**config.mk**
```make
export PLATFORM = sky130hd
export DESIGN_NAME = pipe_fetch_decode_skid
export DESIGN_NICKNAME = d
export VERILOG_FILES = /design/src/rtl/pipe_fetch_decode_skid_pkg.sv /design/src/rtl/pipe_fetch_decode_skid_slot.sv /design/src/rtl/pipe_fetch_decode_skid.sv
export SDC_FILE = /design/constraint.sdc
export NUM_CORES = 1
export LEC_CHECK = 0
export BUFFER_PORTS_ARGS = -buffer_cell sky130_fd_sc_hd__buf_2
export CORE_MARGIN = 2
export CORE_UTILIZATION = 30
export DETAILED_ROUTE_END_ITERATION = 6
export GPL_ROUTABILITY_DRIVEN = 0
export PLACE_DENSITY_LB_ADDON = 0.2
export REMOVE_ABC_BUFFERS = 1
export SLEW_MARGIN = 40
export SYNTH_ARGS = -nofsm -noshare
export SYNTH_HDL_FRONTEND = slang
export SYNTH_HIERARCHICAL = 1
export SYNTH_SLANG_ARGS = --single-unit
```
**constraint.sdc**
```tcl
create_clock -name clk -period 4.8 [get_ports clk]
set_input_delay 0.24 -clock clk [delete_from_list [all_inputs] [get_ports clk]]
set_output_delay 0.24 -clock clk [all_outputs]
set_load 0.01 [all_outputs]
```
**src/rtl/pipe_fetch_decode_skid_pkg.sv**
```systemverilog
// arya_pipe_pkg: default widths, reset NOP and slot layout for the fetch/decode pipe
package arya_pipe_pkg;
  localparam int INST_WIDTH = 32;
  localparam int INST_ADDR_WIDTH = 9;
  localparam int TID_WIDTH = 2;
  localparam logic [INST_WIDTH-1:0] NOP_INST = '0;
  typedef struct packed {
    logic                       valid;
    logic [INST_WIDTH-1:0]      inst;
    logic [INST_ADDR_WIDTH-1:0] pc;
    logic [TID_WIDTH-1:0]       tid;
  } slot_t;
endpackage

```
**src/rtl/pipe_fetch_decode_skid_slot.sv**
```systemverilog
// pipe_slot: one pipeline slot register with load, valid-clear and thread match
module pipe_slot
  import arya_pipe_pkg::*;
#(
  parameter int IW = INST_WIDTH,
  parameter int AW = INST_ADDR_WIDTH,
  parameter int TW = TID_WIDTH
) (
  input  logic          clk,
  input  logic          reset,
  input  logic          load,
  input  logic          clr,
  input  logic [IW-1:0] d_inst,
  input  logic [AW-1:0] d_pc,
  input  logic [TW-1:0] d_tid,
  input  logic [TW-1:0] cmp_tid,
  output logic          valid,
  output logic [IW-1:0] inst,
  output logic [AW-1:0] pc,
  output logic [TW-1:0] tid,
  output logic          match
);
  logic          valid_q, valid_d;
  logic [IW-1:0] inst_q, inst_d;
  logic [AW-1:0] pc_q, pc_d;
  logic [TW-1:0] tid_q, tid_d;
  // payload only changes on load so a cleared slot keeps its last contents
  always_comb begin
    valid_d = load ? 1'b1 : (clr ? 1'b0 : valid_q);
    inst_d  = load ? d_inst : inst_q;
    pc_d    = load ? d_pc : pc_q;
    tid_d   = load ? d_tid : tid_q;
  end
  always_ff @(posedge clk) begin
    if (reset) begin
      valid_q <= 1'b0;
      inst_q  <= IW'(NOP_INST);
      pc_q    <= '0;
      tid_q   <= '0;
    end else begin
      valid_q <= valid_d;
      inst_q  <= inst_d;
      pc_q    <= pc_d;
      tid_q   <= tid_d;
    end
  end
  assign valid = valid_q;
  assign inst  = inst_q;
  assign pc    = pc_q;
  assign tid   = tid_q;
  assign match = valid_q && (tid_q == cmp_tid);
endmodule

```
**src/rtl/pipe_fetch_decode_skid.sv**
```systemverilog
// pipe_fetch_decode_skid: 2-entry skid buffer between fetch and decode with per-thread flush
module pipe_fetch_decode_skid
  import arya_pipe_pkg::*;
#(
  parameter int INST_WIDTH      = arya_pipe_pkg::INST_WIDTH,
  parameter int INST_ADDR_WIDTH = arya_pipe_pkg::INST_ADDR_WIDTH,
  parameter int TID_WIDTH       = arya_pipe_pkg::TID_WIDTH
) (
  input  logic                       clk,
  input  logic                       reset,
  input  logic                       in_valid,
  output logic                       in_ready,
  input  logic [INST_WIDTH-1:0]      inst_in,
  input  logic [INST_ADDR_WIDTH-1:0] pc_in,
  input  logic [TID_WIDTH-1:0]       tid_in,
  output logic                       out_valid,
  input  logic                       out_ready,
  output logic [INST_WIDTH-1:0]      inst_out,
  output logic [INST_ADDR_WIDTH-1:0] pc_out,
  output logic [TID_WIDTH-1:0]       tid_out,
  input  logic                       flush,
  input  logic [TID_WIDTH-1:0]       flush_tid,
  input  logic                       flush_all
);
  logic                       main_v, main_m, skid_v, skid_m;
  logic [INST_WIDTH-1:0]      skid_inst;
  logic [INST_ADDR_WIDTH-1:0] skid_pc;
  logic [TID_WIDTH-1:0]       skid_tid;
  logic                       main_kill, skid_kill, skid_live, acc, acc_keep, main_free;
  logic                       main_load, main_from_skid, main_clr, skid_load, skid_clr;
  logic [INST_WIDTH-1:0]      main_inst_d;
  logic [INST_ADDR_WIDTH-1:0] main_pc_d;
  logic [TID_WIDTH-1:0]       main_tid_d;
  assign in_ready = !skid_v && !reset;
  // a consume in a flush cycle still frees main since decode already sampled it
  always_comb begin
    main_kill      = main_v && (flush_all || (flush && main_m));
    skid_kill      = skid_v && (flush_all || (flush && skid_m));
    skid_live      = skid_v && !skid_kill;
    acc            = in_valid && in_ready;
    acc_keep       = acc && !flush_all && !(flush && tid_in == flush_tid);
    main_free      = !main_v || out_ready || main_kill;
    main_from_skid = main_free && skid_live;
    main_load      = main_from_skid || (main_free && acc_keep);
    main_clr       = main_free && !main_load;
    skid_load      = !main_free && !skid_live && acc_keep;
    skid_clr       = main_free || !skid_live;
    main_inst_d    = main_from_skid ? skid_inst : inst_in;
    main_pc_d      = main_from_skid ? skid_pc : pc_in;
    main_tid_d     = main_from_skid ? skid_tid : tid_in;
  end
  pipe_slot #(.IW(INST_WIDTH), .AW(INST_ADDR_WIDTH), .TW(TID_WIDTH)) u_main (
    .clk(clk), .reset(reset), .load(main_load), .clr(main_clr),
    .d_inst(main_inst_d), .d_pc(main_pc_d), .d_tid(main_tid_d), .cmp_tid(flush_tid),
    .valid(main_v), .inst(inst_out), .pc(pc_out), .tid(tid_out), .match(main_m)
  );
  pipe_slot #(.IW(INST_WIDTH), .AW(INST_ADDR_WIDTH), .TW(TID_WIDTH)) u_skid (
    .clk(clk), .reset(reset), .load(skid_load), .clr(skid_clr),
    .d_inst(inst_in), .d_pc(pc_in), .d_tid(tid_in), .cmp_tid(flush_tid),
    .valid(skid_v), .inst(skid_inst), .pc(skid_pc), .tid(skid_tid), .match(skid_m)
  );
  assign out_valid = main_v;
endmodule

```
**Yosys cells after proc, flatten, opt, wreduce, memory -nomap -nowiden**

Cells that the tools add are included.

- Equal/unequal tests: 3
- Multiplexer cells: 7
- Reductions and logical operators: 34

Operator list:

| kind | count |
|---|---|
| 32-bit two-way mux | 1 |
| 1-bit logical AND | 17 |
| 1-bit logical NOT | 9 |
| 9-bit two-way mux | 1 |
| 2-bit equality test | 3 |
| 1-bit logical OR | 6 |
| 1-bit two-way mux | 4 |
| 2-bit nonzero test | 2 |
| 2-bit two-way mux | 1 |

- Register bits: 88
- Input port bits: 51
- Output and inout port bits: 45
- Logic and storage cells: 52

**Logic depth before layout (Yosys ltp)**

- Depth in word-level cells: 13
- Depth in mapped cells: 9
- Depth with buffers taken out: 7

**Cells and area by module**

The synthesis kept the hierarchy.

Modules (own cells, without submodules):

| module | instances | cells each | area each (um^2) | sequential area each (um^2) |
|---|---|---|---|---|
| pipe_slot | 2 | 146 | 1624.1 | 880.8 |
| pipe_fetch_decode_skid | 1 | 64 | 661.9 | 0.0 |

**Least setup slack after synthesis**

Ideal clock, no wire load.

- Path kind: reg2reg
- Start point: register u_main.tid_q[1] (netlist: u_main/tid[1])
- End point: register u_skid.inst_q[0] (netlist: u_skid/inst[0])
- Setup time: 128 ps
- Arrival: 1856 ps
- Required time: 4672 ps
- Slack: 2816 ps
- Stages on the path, launching flop included: 10
- Path buffers: 2
- Clock period less this slack: 1984 ps
- Path through: dfxtp_1 > xnor2_1 > and3_1 > and2_1 > nor3_1 > nor3b_2 > buf_6 > buf_12 > mux2i_1 > nor2_1

- Cells in the longest elaborated chain, start to end: 9

RTL lines:

| element | RTL line | text |
|---|---|---|
| start, declared | pipe_fetch_decode_skid_slot.sv:26 | `logic [TW-1:0] tid_q, tid_d;` |
| start signal, assigned | pipe_fetch_decode_skid_slot.sv:44 | `tid_q <= tid_d;` |
| 2-bit equality test | pipe_fetch_decode_skid_slot.sv:51 | `assign match = valid_q && (tid_q == cmp_tid);` |
| 1-bit logical AND | pipe_fetch_decode_skid_slot.sv:51 |  |
| via main_m | pipe_fetch_decode_skid.sv:25 | `logic main_v, main_m, skid_v, skid_m;` |
| 1-bit logical AND | pipe_fetch_decode_skid.sv:37 | `main_kill = main_v && (flush_all \|\| (flush && main_m));` |
| 1-bit logical OR | pipe_fetch_decode_skid.sv:37 |  |
| 1-bit logical AND | pipe_fetch_decode_skid.sv:37 |  |
| 1-bit logical OR | pipe_fetch_decode_skid.sv:42 | `main_free = !main_v \|\| out_ready \|\| main_kill;` |
| 1-bit logical NOT | pipe_fetch_decode_skid.sv:46 | `skid_load = !main_free && !skid_live && acc_keep;` |
| 1-bit logical AND (2 in a row) | pipe_fetch_decode_skid.sv:46 |  |
| via skid_load | pipe_fetch_decode_skid.sv:30 | `logic main_load, main_from_skid, main_clr, skid_load, skid_clr;` |
| end signal, assigned | pipe_fetch_decode_skid_slot.sv:37 | `inst_q <= IW'(NOP_INST);` |
| end signal, assigned | pipe_fetch_decode_skid_slot.sv:42 | `inst_q <= inst_d;` |
| end, declared | pipe_fetch_decode_skid_slot.sv:24 | `logic [IW-1:0] inst_q, inst_d;` |

The timed path passes the listed nets, and every way through them passes these cells.
A chain may end at the register's enable or synchronous reset.

**Worst setup path after layout**

- Start point: register u_main.tid_q[1] (netlist: u_main/tid[1])
- End point: register u_skid.inst_q[13] (netlist: u_skid/inst[13])

The elaborated chain is that of the path after synthesis.

==> impl_metrics.env <==
export IMPL_status="finished, final reports clean"
export IMPL_io_pins=96
export IMPL_slowest_delay_ns=0.62
export IMPL_grtUsageTotal=0.113
export IMPL_clk_latency_ns=0.34
export IMPL_clk_pin_slew_ns=0.06
export IMPL_placed_cell_area_mm2=0.00441
export IMPL_worst_r2r_cell_count=8
export IMPL_rows=41
export IMPL_core_mm2=0.0127
export IMPL_period_share=0.576
export IMPL_yosysTopAreaCell="dfxtp_1"
export IMPL_viasPerCell=4.33
export IMPL_hold_depth=3
export IMPL_synthTopCellsByArea="dfxtp_1, mux2i_1, mux2_2, nor2_1, buf_12"
export IMPL_cp_slowest_cell="buf_4"
export IMPL_grt_pass1_wl_um=12700
export IMPL_rsz0062_at_grt="false"
export IMPL_hpwl_um=5000
export IMPL_numClockSinks=88
export IMPL_start_util=0.309
export IMPL_nNetsFinal=494
export IMPL_die_area_mm2=0.0140
export IMPL_wl_met3_um=430
export IMPL_h_tree_depth=3
export IMPL_worstPathArrival_ns=2.96
export IMPL_crit_path_end_kind="flip-flop"
export IMPL_grt_max_degree=90
export IMPL_synth_seq_cells=88
export IMPL_postCtsSetupRepairBufs=0
export IMPL_synthCells=356
export IMPL_drive_gt1_frac=0.355
export IMPL_setup_viol=0
export IMPL_worstSetupPathType="flip-flop to flip-flop"
export IMPL_drv_cap=0
export IMPL_drc=0
export IMPL_p_leak_nw=1.88
export IMPL_cts_buffers=9
export IMPL_vias=2685
export IMPL_root_buffer="clkbuf_16"
export IMPL_syn_area_mm2=0.00391
export IMPL_fp_dieH_um=118
export IMPL_r2r_start="u_main/tid[1]"
export IMPL_antenna_found_initial=0
export IMPL_routed_wl_um=7670
export IMPL_slew_headroom=0.485
export IMPL_yosys_warnings=6
export IMPL_cts_buffer_depth=2
export IMPL_grt_pass1_vias=2613
export IMPL_p_per_area_mw_per_mm2=338
export IMPL_wl_met1_um=3920
export IMPL_hold_path_class="input pin to flip-flop"
export IMPL_r2r_end="u_skid/inst[13]"
export IMPL_tritoncts="built"
export IMPL_cts_hold_buf=0
export IMPL_path_cells="xnor2_1 > and3_1 > and2_1 > nor3_1 > nor3b_4 > buf_4 > mux2i_1 > nor2_1"
export IMPL_rrSetupSlack_ns=2.04
export IMPL_syn_avg_cell_area_um2=11.0
export IMPL_worst_pin_slew_ns=0.773
export IMPL_ys_seq_area_frac=0.451
export IMPL_top_layer="met4"
export IMPL_drt_pass1_iter_count=4
export IMPL_cts_resized=0
export IMPL_hold_path_endpoint="u_skid/inst[26]"
export IMPL_drt_iter0_markers=105
export IMPL_slew_violations=0
export IMPL_ir_drop_v=0.000226
export IMPL_yosysUniqueCellTypes=25
export IMPL_crit_required_ns=5.00
export IMPL_critPathMaxFanout=44
export IMPL_dr_wl_met2_um=3160
export IMPL_die_x_um=118
export IMPL_wl_per_cell_um=12.4
export IMPL_skew_ns=0.00460
export IMPL_synth_top_area_frac=0.451
export IMPL_start_kind="flip-flop"
export IMPL_tns_ns=0
export IMPL_gr_total_overflow=0
export IMPL_ant_nets=0
export IMPL_diodes=0
export IMPL_max_freq_mhz=362
export IMPL_fin_area_mm2=0.00473
export IMPL_hold_viol_final=0
export IMPL_min_from="inst_in[26]"
export IMPL_portBuffers=95
export IMPL_fin_crit_ns=2.76
export IMPL_area_growth_pct=20.9
[state kept, by name, indices dropped and copies added (netlist names)]
signal	cells
u_main/inst	32
u_main/tid	2
u_skid/tid	2
u_main/valid	1
u_main/pc	9
u_skid/inst	32
u_skid/pc	9
u_skid/valid	1
[worst max-delay path: cells and delay by family (launching register included)]
| kind | cells | cell delay [ns] |
|---|---|---|
| mux | 1 | 0.27 |
| simple gates | 5 | 1.22 |
| flops | 1 | 0.39 |
| xor+xnor | 1 | 0.09 |
| buf+inv | 1 | 0.62 |
[worst max path at each step]
stage	from	to	slack, ns
2_1_floorplan	u_skid/valid	u_main/inst[0]	0.13
3_3_place_gp	flush_tid[1]	u_skid/inst[16]	2.04
3_5_place_dp	flush_tid[1]	u_skid/inst[12]	2.00
4_1_cts	u_main/tid[1]	u_skid/inst[13]	2.03
5_1_grt	u_main/tid[0]	u_skid/inst[8]	1.86
6_report	u_main/tid[1]	u_skid/inst[13]	2.04
[power by group]
group          switching, mW  internal, mW
registers            0.00685         0.744
clock network          0.269         0.459
logic                 0.0589        0.0593
[cell usage in the layout (no fill, tap or decap), drive strengths merged]
| cell type | n |
|---|---|
| nand3 | 1 |
| mux2i | 86 |
| clkbuf | 14 |
| and2 | 1 |
| nor2 | 87 |
| clkinv | 1 |
| and3 | 3 |
| dfxtp | 88 |
| nor3 | 1 |
| or4b | 1 |
| nor3b | 2 |
| xnor2 | 6 |
| nand2b | 3 |
| a21oi | 3 |
| buf | 100 |
| o2111ai | 1 |
| mux2 | 43 |
| a31o | 1 |
| inv | 3 |
| bufinv | 1 |
| nand2 | 2 |
[cell usage after synthesis]
| master | n |
|---|---|
| a21oi_1 | 3 |
| a31o_1 | 1 |
| and2_1 | 1 |
| and3_1 | 2 |
| and3_2 | 1 |
| buf_12 | 8 |
| buf_2 | 2 |
| buf_6 | 6 |
| clkbuf_1 | 6 |
| clkbuf_2 | 2 |
| dfxtp_1 | 88 |
| inv_1 | 3 |
| mux2_1 | 3 |
| mux2_2 | 40 |
| mux2i_1 | 86 |
| nand2_1 | 2 |
| nand2b_1 | 3 |
| nand3_1 | 1 |
| nor2_1 | 87 |
| nor3_1 | 1 |
| nor3b_1 | 1 |
| nor3b_2 | 1 |
| o2111ai_4 | 1 |
| or4b_1 | 1 |
| xnor2_1 | 6 |
[final cells by class]
cell class / instances / area [µm²]
Fill cell: 1315 / 7940
Multi-Input combinational cell: 241 / 1880
Sequential cell: 88 / 1760
Timing Repair Buffer: 100 / 537
Clock buffer: 14 / 284
Tap cell: 172 / 215
Clock inverter: 2 / 35.0
Inverter: 3 / 11.3
[layer usage]
metal / global-route usage / vias up
li1: - / 1380
met1: 0.150 / 1226
met2: 0.169 / 68
met3: 0.0309 / 11
met4: 0.0565 / 0
met5: 0 / -
[metrics by stage]
step	util	std cells	hold slack, ns	worst slack, ns	power, mW
finish	0.373	620	0.154	2.04	1.60
global route	0.373	620	0.159	1.86	1.67
CTS	0.373	620	0.138	2.03	1.63
detailed placement	0.348	604	0.475	2.00	0.887
global placement	0.346	603	0.465	2.04	0.885
floorplan	-	332	0.309	0.127	0.828
[logic make-up (layout without fill, tap and decap cells)]
family | Yosys count | count (layout) | share of synthesized area
muxes | 129 | 129 | 0.344
and+or+nand+nor | 101 | 101 | 0.107
buffers and inverters | 27 | 119 | 0.0720
DFF | 88 | 88 | 0.451
AOI/OAI and AO/OA | 5 | 5 | 0.0128
xor gates and xnor gates | 6 | 6 | 0.0134
No activity file was read; power rests on OpenSTA's default activity.
